`src/rtl/la_pkg.sv`:
```
// Shared logic-analyzer definitions: capture FSM state encoding, also used by
// the JTAG readout glue to decode state_o.
package la_pkg;

    localparam logic [2:0] LA_ST_IDLE = 3'd0;
    localparam logic [2:0] LA_ST_FILL = 3'd1;
    localparam logic [2:0] LA_ST_WAIT = 3'd2;
    localparam logic [2:0] LA_ST_POST = 3'd3;
    localparam logic [2:0] LA_ST_DONE = 3'd4;

    typedef enum logic [2:0] {
        ST_IDLE = LA_ST_IDLE,
        ST_FILL = LA_ST_FILL,
        ST_WAIT = LA_ST_WAIT,
        ST_POST = LA_ST_POST,
        ST_DONE = LA_ST_DONE
    } la_state_e;

    // States in which the probe bus is being written into the buffer.
    function automatic logic la_capturing(input la_state_e st);
        return (st == ST_FILL) || (st == ST_WAIT) || (st == ST_POST);
    endfunction

endpackage

```
`src/rtl/la_ram.sv`:
```
// Sample buffer: single clock, one write port, one registered read port.
// Contents are deliberately unreset so this maps onto block RAM.
module la_ram #(
    parameter int WIDTH = 16,
    parameter int DEPTH = 64,
    localparam int AW = $clog2(DEPTH)
) (
    input  logic             clk,
    input  logic             we,
    input  logic [AW-1:0]    waddr,
    input  logic [WIDTH-1:0] wdata,
    input  logic             re,
    input  logic [AW-1:0]    raddr,
    output logic [WIDTH-1:0] rdata
);

    logic [WIDTH-1:0] mem [DEPTH];

    always_ff @(posedge clk) begin
        if (we)
            mem[waddr] <= wdata;
        if (re)
            rdata <= mem[raddr];
    end

endmodule

```
`src/rtl/la_capture.sv`:
```
// Logic-analyzer capture engine: circular pre-trigger history, masked
// level/edge trigger, post-trigger fill and trigger-relative readout.
module la_capture
    import la_pkg::*;
#(
    parameter int WIDTH    = 16,
    parameter int DEPTH    = 64,
    parameter int PRE_TRIG = 16,
    localparam int AW = $clog2(DEPTH)
) (
    input  logic             clk,
    input  logic             rst_n,
    input  logic [WIDTH-1:0] probe_i,
    input  logic             arm_i,
    input  logic             abort_i,
    input  logic [WIDTH-1:0] trig_mask_i,
    input  logic [WIDTH-1:0] trig_value_i,
    input  logic             trig_edge_i,
    output logic [2:0]       state_o,
    output logic             done_o,
    input  logic             rd_en_i,
    input  logic [AW-1:0]    rd_addr_i,
    output logic [WIDTH-1:0] rd_data_o,
    output logic             rd_valid_o
);

    localparam int POST_N = DEPTH - PRE_TRIG - 1;

    la_state_e        state;
    logic [AW-1:0]    wr_ptr;
    logic [AW-1:0]    cnt;
    logic [AW-1:0]    trig_addr;
    logic             prev_match;
    logic             match;
    logic             trig;
    logic             fill_last;
    logic             post_last;
    logic             capturing;
    logic             rd_fire;
    logic [AW-1:0]    rd_phys;
    logic [WIDTH-1:0] ram_rdata;

    assign match     = ((probe_i ^ trig_value_i) & trig_mask_i) == '0;
    assign trig      = match && (!trig_edge_i || !prev_match);
    assign capturing = la_capturing(state);
    assign fill_last = (int'(cnt) + 1) >= PRE_TRIG;
    assign post_last = (int'(cnt) + 1) >= POST_N;
    assign rd_fire   = rd_en_i && (state == ST_DONE);
    // Oldest kept sample sits PRE_TRIG slots behind the trigger; AW-bit math wraps.
    assign rd_phys   = trig_addr - AW'(PRE_TRIG) + rd_addr_i;

    always_ff @(posedge clk or negedge rst_n) begin
        if (!rst_n) begin
            state      <= ST_IDLE;
            wr_ptr     <= '0;
            cnt        <= '0;
            trig_addr  <= '0;
            prev_match <= 1'b0;
            done_o     <= 1'b0;
            rd_valid_o <= 1'b0;
        end else begin
            rd_valid_o <= 1'b0;
            prev_match <= match;
            if (capturing)
                wr_ptr <= wr_ptr + 1'b1;
            if (abort_i) begin
                state  <= ST_IDLE;
                done_o <= 1'b0;
            end else begin
                case (state)
                    ST_IDLE, ST_DONE: begin
                        if (arm_i) begin
                            state      <= ST_FILL;
                            wr_ptr     <= '0;
                            cnt        <= '0;
                            prev_match <= 1'b1;
                            done_o     <= 1'b0;
                        end else if (rd_fire) begin
                            rd_valid_o <= 1'b1;
                        end
                    end
                    ST_FILL: begin
                        cnt <= cnt + 1'b1;
                        if (fill_last) begin
                            state <= ST_WAIT;
                            cnt   <= '0;
                        end
                    end
                    ST_WAIT: begin
                        if (trig) begin
                            trig_addr <= wr_ptr;
                            cnt       <= '0;
                            if (POST_N == 0) begin
                                state  <= ST_DONE;
                                done_o <= 1'b1;
                            end else begin
                                state <= ST_POST;
                            end
                        end
                    end
                    ST_POST: begin
                        cnt <= cnt + 1'b1;
                        if (post_last) begin
                            state  <= ST_DONE;
                            done_o <= 1'b1;
                        end
                    end
                    default: state <= ST_IDLE;
                endcase
            end
        end
    end

    la_ram #(
        .WIDTH (WIDTH),
        .DEPTH (DEPTH)
    ) u_ram (
        .clk   (clk),
        .we    (capturing),
        .waddr (wr_ptr),
        .wdata (probe_i),
        .re    (rd_fire),
        .raddr (rd_phys),
        .rdata (ram_rdata)
    );

    // RAM output is unreset, so hold the port at zero unless a read is presented.
    assign rd_data_o = rd_valid_o ? ram_rdata : '0;
    assign state_o   = state;

endmodule

```
`config.mk`:
```
export PLATFORM = sky130hd
export DESIGN_NAME = la_capture
export DESIGN_NICKNAME = d
export VERILOG_FILES = /design/src/rtl/la_pkg.sv /design/src/rtl/la_ram.sv /design/src/rtl/la_capture.sv
export SDC_FILE = /design/constraint.sdc
export NUM_CORES = 1
export LEC_CHECK = 0
export CAP_MARGIN = 20
export CELL_PAD_IN_SITES_DETAIL_PLACEMENT = 0
export CELL_PAD_IN_SITES_GLOBAL_PLACEMENT = 1
export CORE_MARGIN = 4
export CORE_UTILIZATION = 60
export CTS_CLUSTER_SIZE = 20
export DETAILED_ROUTE_END_ITERATION = 8
export GPL_TIMING_DRIVEN = 0
export PLACE_DENSITY_LB_ADDON = 0.1
export SKIP_LAST_GASP = 1
export SYNTH_ARGS = -nofsm -noshare
export SYNTH_HDL_FRONTEND = slang
export SYNTH_SLANG_ARGS = --single-unit
```
`constraint.sdc`:
```
create_clock -name clk -period 8.3 [get_ports clk]
set_input_delay 0.83 -clock clk [delete_from_list [all_inputs] [get_ports clk]]
set_output_delay 0.83 -clock clk [all_outputs]
set_load 0.1 [all_outputs]
```
==> results of run 1 <==
-- worst max path at each step --
stage	from	to	slack [ns]	cells past startpoint
floorplan	rd_addr_i[1]	u_ram.rdata[1]$_DFFE_PP_	4.53	10
global placement	rd_addr_i[1]	u_ram.rdata[3]$_DFFE_PP_	2.59	10
detailed placement	rd_addr_i[1]	u_ram.rdata[3]$_DFFE_PP_	2.58	10
CTS	rd_addr_i[1]	u_ram.rdata[3]$_DFFE_PP_	3.26	10
global route	rd_addr_i[1]	u_ram.rdata[3]$_DFFE_PP_	3.13	10
finish	rd_addr_i[1]	u_ram.rdata[3]$_DFFE_PP_	3.20	11
-- worst reg2reg max path: cells and delay by family (launching register included) --
| family | cells | cell delay (ns) |
|---|---|---|
| buffers and inverters | 4 | 2.16 |
| adder cells (fa/ha/maj) | 3 | 0.98 |
| multiplexers | 2 | 0.81 |
| flip-flops | 1 | 0.39 |
| AO/OA/AOI/OAI | 1 | 0.24 |
-- state kept, by name, indices dropped and copies added (netlist names) --
name and count:
u_ram.rdata 16, state_o 3, cnt 6, u_ram.mem 1024
done_o 1, trig_addr 6, wr_ptr 6, rd_valid_o 1
prev_match 1
-- synthesized netlist by cell type (all sizes together) (11+ instances only) --
library cell / n / area (sq um)
edfxtp: 1040 / 31230
mux4: 320 / 7207
nor2: 74 / 277.8
clkbuf: 47 / 176.4
buf: 44 / 304.0
dfrtp: 24 / 600.6
a21oi: 23 / 115.1
xor2: 20 / 182.7
nor2b: 18 / 112.6
a211oi: 17 / 127.6
and2: 16 / 100.1
mux2i: 16 / 160.2
nand2: 15 / 56.30
ha: 12 / 150.1
inv: 11 / 41.29
-- where the power goes --
| part | leakage [nW] | total [mW] | switching [mW] | internal (mW) |
|---|---|---|---|---|
| Sequential | 9.68 | 6.10 | 0.0482 | 6.05 |
| Combinational | 3.83 | 1.47 | 0.900 | 0.570 |
| Clock | 1.63 | 4.60 | 1.97 | 2.62 |
-- cell type report --
| type | instances | area share [%] |
|---|---|---|
| multi-input cells | 627 | 19.57 |
| repair buffers | 139 | 3.498 |
| clock inverters | 62 | 1.236 |
| well taps | 931 | 2.432 |
| inverters | 11 | 0.08622 |
| clock buffers | 131 | 5.711 |
| plain buffers | 91 | 1.003 |
| flip-flops and latches | 1064 | 66.46 |
-- metrics by stage --
stage	hold WS, ns	setup WS (ns)	cells
6_report	0.5173	3.204	3056
5_1_grt	0.5346	3.133	3056
4_1_cts	0.5224	3.256	3056
3_5_place_dp	0.5081	2.577	2863
3_3_place_gp	0.4927	2.590	2804
2_1_floorplan	0.4806	4.532	1793
-- cell usage in the layout (no fill, tap or decap), types with 16 or more instances in the layout --
cell and n:
a211oi_1 17, a21oi_1 23, and2_1 16, buf_12 16
buf_2 31, buf_8 40, clkbuf_1 72, clkbuf_16 105
clkdlybuf4s50_1 64, clkinv_2 26, dfrtp_1 24, edfxtp_1 1040
mux2i_1 16, mux4_2 320, nor2_2 62, nor2b_1 18
xor2_1 19
-- kinds of logic after synthesis --
logic type / share of synthesized area [%]
compound gates: 1.222
xor+xnor: 0.6082
fa+ha+maj: 0.4094
buf+inv: 1.255
flops: 76.59
mux: 17.89
simple gates: 2.023
-- per-layer routing --
| layer | share of wire, % | track usage, % |
|---|---|---|
| met1 | 40 | 40.93 |
| met2 | 47 | 41.76 |
| met3 | 10 | 6.655 |
| met4 | 2.6 | 7.445 |
| met5 | 0 | 0 |
==> impl_metrics.csv, run 1 <==
group,metric,value,unit
run_status,status,"completed",
drt,vias,19930,
power_and_ir_drop,leakage_power,15.14,nW
place,placed_area,0.04456,sq mm
global_route,grt_antenna_before_repair,2,
timing,slew-limit-headroom,26.37,%
clocking,clkTransAtPathRegs,0.06,ns
synthesis,synth_async_sr_flop_share,2.256,%
finish,antennaDiodeCount,0,
clocking,tritoncts_clock_tree,"yes",
timing,finalCritPeriodShare,61.40,%
critical_path,critical_path_arrival,5.45,ns
drt,vias_per_std_cell,6.523,
finish,multi_input_area,0.009371,sq mm
min_path,timing.hold.worst_path_depth,1,
timing,report.final.hold_viol_count,0,
timing,period_minus_slack,5.096,ns
critical_path,r2r_setup_slack,3.43,ns
global_route,grt_first_pass_wirelength,142300,microns
power_and_ir_drop,power-per-cell-area,254.0,mW/mm^2
finish,num-fill-cells,4120,
floorplanning,chipHeight,271.2,microns
clocking,post-cts-setup-buffer-count,0,
finish,layout-drive-gt1-share,31.11,%
power_and_ir_drop,total_power,12.17,mW
floorplanning,start_util,60.59,%
critical_path,cp_top_family,"buffers and inverters",
synthesis,netlist_instances,1793,
global_route,vias_in_the_first_global_route,20090,
floorplanning,fp-row-count,96,
timing,max_clock_freq,196.2,MHz
drt,drt_iter0_drc,2368,
drt,detail-route-antenna-nets,0,
timing,max_slew.worst_pin.slew,1.104,ns
critical_path,worst_setup_path_end_kind,"flop",
floorplanning,placeableCoreArea,0.06859,sq mm
floorplanning,floorplan.die_area,0.07354,sq mm
critical_path,cpPeakStageDelay,0.82,ns
global_route,grt_remaining_overflow,0,
synthesis,yosys_warnings,0,
finish,finalNetCount,2110,
place,place.gp.congestion,0.8070,
clocking,postCtsHoldBufs,0,
floorplanning,floorplan.die.width,271.2,microns
clocking,htree_levels,3,
global_route,grt_max_degree,57,
place,detailed_place_hpwl,66240,microns
finish,layout.core_utilization,69.83,%
critical_path,cp_max_fo,10,
timing,maxSlewViolCount,0,
finish,layout.area.seq,0.03183,sq mm
drt,drc_errors,0,
critical_path,worst_ep_required_time,8.65,ns
finish,fin_area,0.04789,sq mm
power_and_ir_drop,vdd_drop_max,0.2225,mV
critical_path,path_class,"in2reg",
clocking,numCtsBuffers,103,
synthesis,netlist_area,0.04156,sq mm
clocking,clk-insertion-delay-late,0.67,ns
synthesis,synth_area_per_cell,23.18,sq um
synthesis,synth_cell_type_count,46,
critical_path,ff2ff_path_depth,10,
synthesis,synth-main-ff-cell,"edfxtp_1",
clocking,tritoncts_num_sinks,1064,
timing,timing.clock.skew,0.02103,ns
drt,avgRoutedWirePerCell,32.02,microns
clocking,cts_resized,0,
drt,detail_route.first_pass.iterations,5,
synthesis,edff_count_synth,1040,
finish,syn2layout_area_growth,15.24,%
critical_path,crit_path_frequent_cell,"clkbuf_1",
clocking,cts_root_buffer,"clkbuf_16",
timing,grt_setup_unrepaired,"false",
synthesis,flop_and_latch_count_out_of_synthesis,1064,
min_path,min_from,"trig_addr[4]$_DFFE_PN0P_",
timing,setup_viol_count_final,0,
min_path,min_path_type,"reg2reg",
critical_path,worst-path-buf-inv,5,
critical_path,reg2reg_from,"trig_addr[1]$_DFFE_PN0P_",
synthesis,sequential_element_share_of_the_synthesized_area,76.59,%
clocking,number_of_buffers_on_the_longest_clock_path,3,
floorplanning,top_level_ports,81,
drt,finalWirelength,97860,microns
critical_path,crit_path_start_kind,"input port",
synthesis,synthesis.nets,1866,
critical_path,r2r-end,"u_ram.rdata[3]$_DFFE_PP_",
critical_path,critical_path.slowest_cell,"clkbuf_1",
critical_path,path_cells,"clkdlybuf4s50_1 > ha_1 > ha_1 > inv_1 > fa_1 > clkbuf_1 > clkbuf_1 > clkbuf_1 > mux4_2 > mux2i_1 > a21oi_1",
min_path,hold_path_end,"trig_addr[4]$_DFFE_PN0P_",
global_route,tot_gr_track_use,27.36,%
run,maxCapViolations,0,
place,placement.io_buffers,80,
timing,tns,0,ns
Note: power is estimated with default switching activity, not from simulation.
==> inputs of run 2 (changes only) <==
--- a/config.mk
+++ b/config.mk
@@ -9,7 +9,7 @@
 export CELL_PAD_IN_SITES_DETAIL_PLACEMENT = 0
 export CELL_PAD_IN_SITES_GLOBAL_PLACEMENT = 1
 export CORE_MARGIN = 4
-export CORE_UTILIZATION = 60
+export CORE_UTILIZATION = 50
 export CTS_CLUSTER_SIZE = 20
 export DETAILED_ROUTE_END_ITERATION = 8
 export GPL_TIMING_DRIVEN = 0
==> constraint.sdc (replaced) <==
create_clock -name clk -period 4.35 [get_ports clk]
set_input_delay 0.435 -clock clk [delete_from_list [all_inputs] [get_ports clk]]
set_output_delay 0.435 -clock clk [all_outputs]
set_load 0.1 [all_outputs]
==> impl_metrics.csv, run 2 (same netlist as run 1, synthesis figures left out) <==
group,metric,value,unit
run_status,status,"completed",
critical_path,cpPeakStageDelay,0.76,ns
floorplanning,floorplan.die_area,0.08779,sq mm
global_route,grt_antenna_before_repair,2,
finish,fin_cells,3211,
global_route,vias_in_the_first_global_route,20250,
clocking,tritoncts_clock_tree,"yes",
drt,drt_iter0_drc,2033,
power_and_ir_drop,pwr-share-seq,50.3,%
timing,maxSlewViolCount,0,
drt,detail_route.first_pass.iterations,5,
clocking,postCtsHoldBufs,0,
finish,layout.cells.most_common_list,"edfxtp_1 (1040), mux4_2 (320), clkbuf_16 (108)",
global_route,top_usage_layer,"met2",
finish,max_ffs_per_register,1024,
floorplanning,start_util,50.53,%
clocking,htree_levels,3,
place,dp_cells,3020,
critical_path,r2r-end,"u_ram.rdata[3]$_DFFE_PP_",
power_and_ir_drop,switching_power,5.501,mW
global_route,grt_remaining_overflow,0,
critical_path,crit_path_start_kind,"flop",
drt,avgRoutedWirePerCell,31.52,microns
critical_path,reg2reg_from,"trig_addr[1]$_DFFE_PN0P_",
drt,vias,19640,
global_route,grt_max_degree,66,
power_and_ir_drop,vdd_drop_max,0.3771,mV
timing,slew-limit-headroom,20.85,%
critical_path,worst_ep_required_time,4.69,ns
critical_path,path_class,"reg2reg",
clocking,clk-insertion-delay-late,0.65,ns
critical_path,worst_setup_path_end_kind,"flop",
power_and_ir_drop,leakage_power,15.29,nW
finish,layout.core_utilization,58.81,%
drt,detail-route-antenna-nets,0,
critical_path,cp_max_fo,10,
place,place.gp.congestion,0.8608,
timing,report.final.hold_viol_count,0,
clocking,numCtsBuffers,107,
min_path,min_path_type,"in2async",
critical_path,path_cells,"ha_1 > ha_1 > clkbuf_2 > clkbuf_1 > mux4_2 > mux4_2 > nor2b_1 > a211oi_1 > a21oi_1",
timing,finalCritPeriodShare,99.25,%
floorplanning,placeableCoreArea,0.08224,sq mm
timing,timing.clock.skew,0.02116,ns
timing,max_clock_freq,231.6,MHz
place,place_ws,-0.8781,ns
finish,layout-drive-gt1-share,32.20,%
clocking,number_of_buffers_on_the_longest_clock_path,3,
power_and_ir_drop,power_frac_comb,12.3,%
timing,grt_setup_unrepaired,"false",
timing,setup_viol_count_final,0,
floorplanning,floorplan.die.width,296.3,microns
clocking,tritoncts_num_sinks,1064,
timing,period_minus_slack,4.317,ns
floorplanning,fp-row-count,105,
power_and_ir_drop,clkPwrFrac,37.5,%
drt,finalWirelength,101200,microns
timing,hold_slack_final,0.07035,ns
critical_path,critical_path.slowest_cell,"a211oi_1",
floorplanning,chipHeight,296.3,microns
global_route,groute.layer.met1.usage,34.18,%
critical_path,ff2ff_path_depth,9,
clocking,cts_root_buffer,"clkbuf_16",
timing,max_slew.worst_pin.slew,1.187,ns
timing,setup_ws,0.03262,ns
floorplanning,top_level_ports,81,
critical_path,r2r_setup_slack,0.03,ns
drt,vias_per_std_cell,6.116,
power_and_ir_drop,power.switching_fraction,23.76,%
finish,num-fill-cells,5882,
global_route,met3_resource_use_gr,4.801,%
critical_path,critical_path_arrival,4.66,ns
finish,syn2layout_area_growth,16.39,%
global_route,grt.met2_usage,38.23,%
run,maxCapViolations,0,
finish,finalNetCount,2132,
clocking,clkTransAtPathRegs,0.06,ns
power_and_ir_drop,internal-power,17.65,mW
global_route,tot_gr_track_use,23.61,%
drt,drc_errors,0,
finish,top_regs,"u_ram.mem: 1024 flops, u_ram.rdata: 16 flops",
finish,layout.cells.most_common,"edfxtp_1",
place,detailed_place_hpwl,68130,microns
finish,largest_register,"u_ram.mem",
clocking,post-cts-setup-buffer-count,0,
global_route,grt_first_pass_wirelength,146000,microns
place,placement.io_buffers,80,
power_and_ir_drop,power-per-cell-area,478.7,mW/mm^2
-- run 2: worst max-delay path: cells and delay by family (launching register included) --
kind,cells,cell delay (ns)
buffers and inverters,2,0.97
muxes,2,0.96
AOI/OAI and AO/OA,2,0.91
adders and majority gates,2,0.62
DFF,1,0.38
and+or+nand+nor,1,0.17
-- run 2: how the worst max path moves through the flow --
stage                     cells past startpoint  slack, ns                    endpoint                startpoint
final                                         9       0.03    u_ram.rdata[3]$_DFFE_PP_  trig_addr[1]$_DFFE_PN0P_
after global routing                          9     0.0003   u_ram.rdata[13]$_DFFE_PP_  trig_addr[1]$_DFFE_PN0P_
after CTS                                     9       0.03    u_ram.rdata[7]$_DFFE_PP_  trig_addr[1]$_DFFE_PN0P_
after detailed placement                     10      -0.88   u_ram.rdata[14]$_DFFE_PP_              rd_addr_i[1]
after global placement                        8      -1.02    trig_addr[5]$_DFFE_PN0P_                probe_i[7]
after floorplan                               5       0.75  u_ram.mem[47][0]$_DFFE_PP_    state_o[1]$_DFFE_PN0P_
-- run 2: metrics by stage --
stage | TNS, ns | cell area (sq um) | power (mW)
2_1_floorplan | 0 | 41560 | 13.46
3_3_place_gp | -28.29 | 43700 | 14.55
3_5_place_dp | -12.80 | 45010 | 14.69
4_1_cts | 0 | 48320 | 23.34
5_1_grt | 0 | 48370 | 23.96
6_report | 0 | 48370 | 23.15
-- run 2: timing repair --
item,4_1_cts,5_1_grt
setup endpoints to repair,16,14
resized for setup,4,19
hold endpoints to repair,0,0
-- run 2: layer usage --
layer,share of wire (%),up-vias
li1,-,8158
met1,42,10640
met2,49,740
met3,7.5,97
met4,1.6,0
met5,0,-
-- run 2: power groups by stage --
stage,Sequential [mW],Combinational (mW),Clock [mW]
final,11.6,2.84,8.68
after global routing,11.6,3.00,9.31
after CTS,11.6,2.85,8.86
after detailed placement,11.8,2.84,0
after global placement,11.9,2.67,0
after floorplan,11.9,1.56,0
-- run 2: final cells by class --
type | instances | area [sq um] | area share [%]
Sequential cell | 1064 | 31830 | 65.81
Inverter | 11 | 41.29 | 0.08536
Timing Repair Buffer | 157 | 1951 | 4.033
Antenna cell | 1 | 2.502 | 0.005174
Buffer | 91 | 490.5 | 1.014
Clock buffer | 135 | 2834 | 5.859
Tap cell | 1070 | 1339 | 2.768
Multi-Input combinational cell | 627 | 9428 | 19.49
Clock inverter | 55 | 452.9 | 0.9364
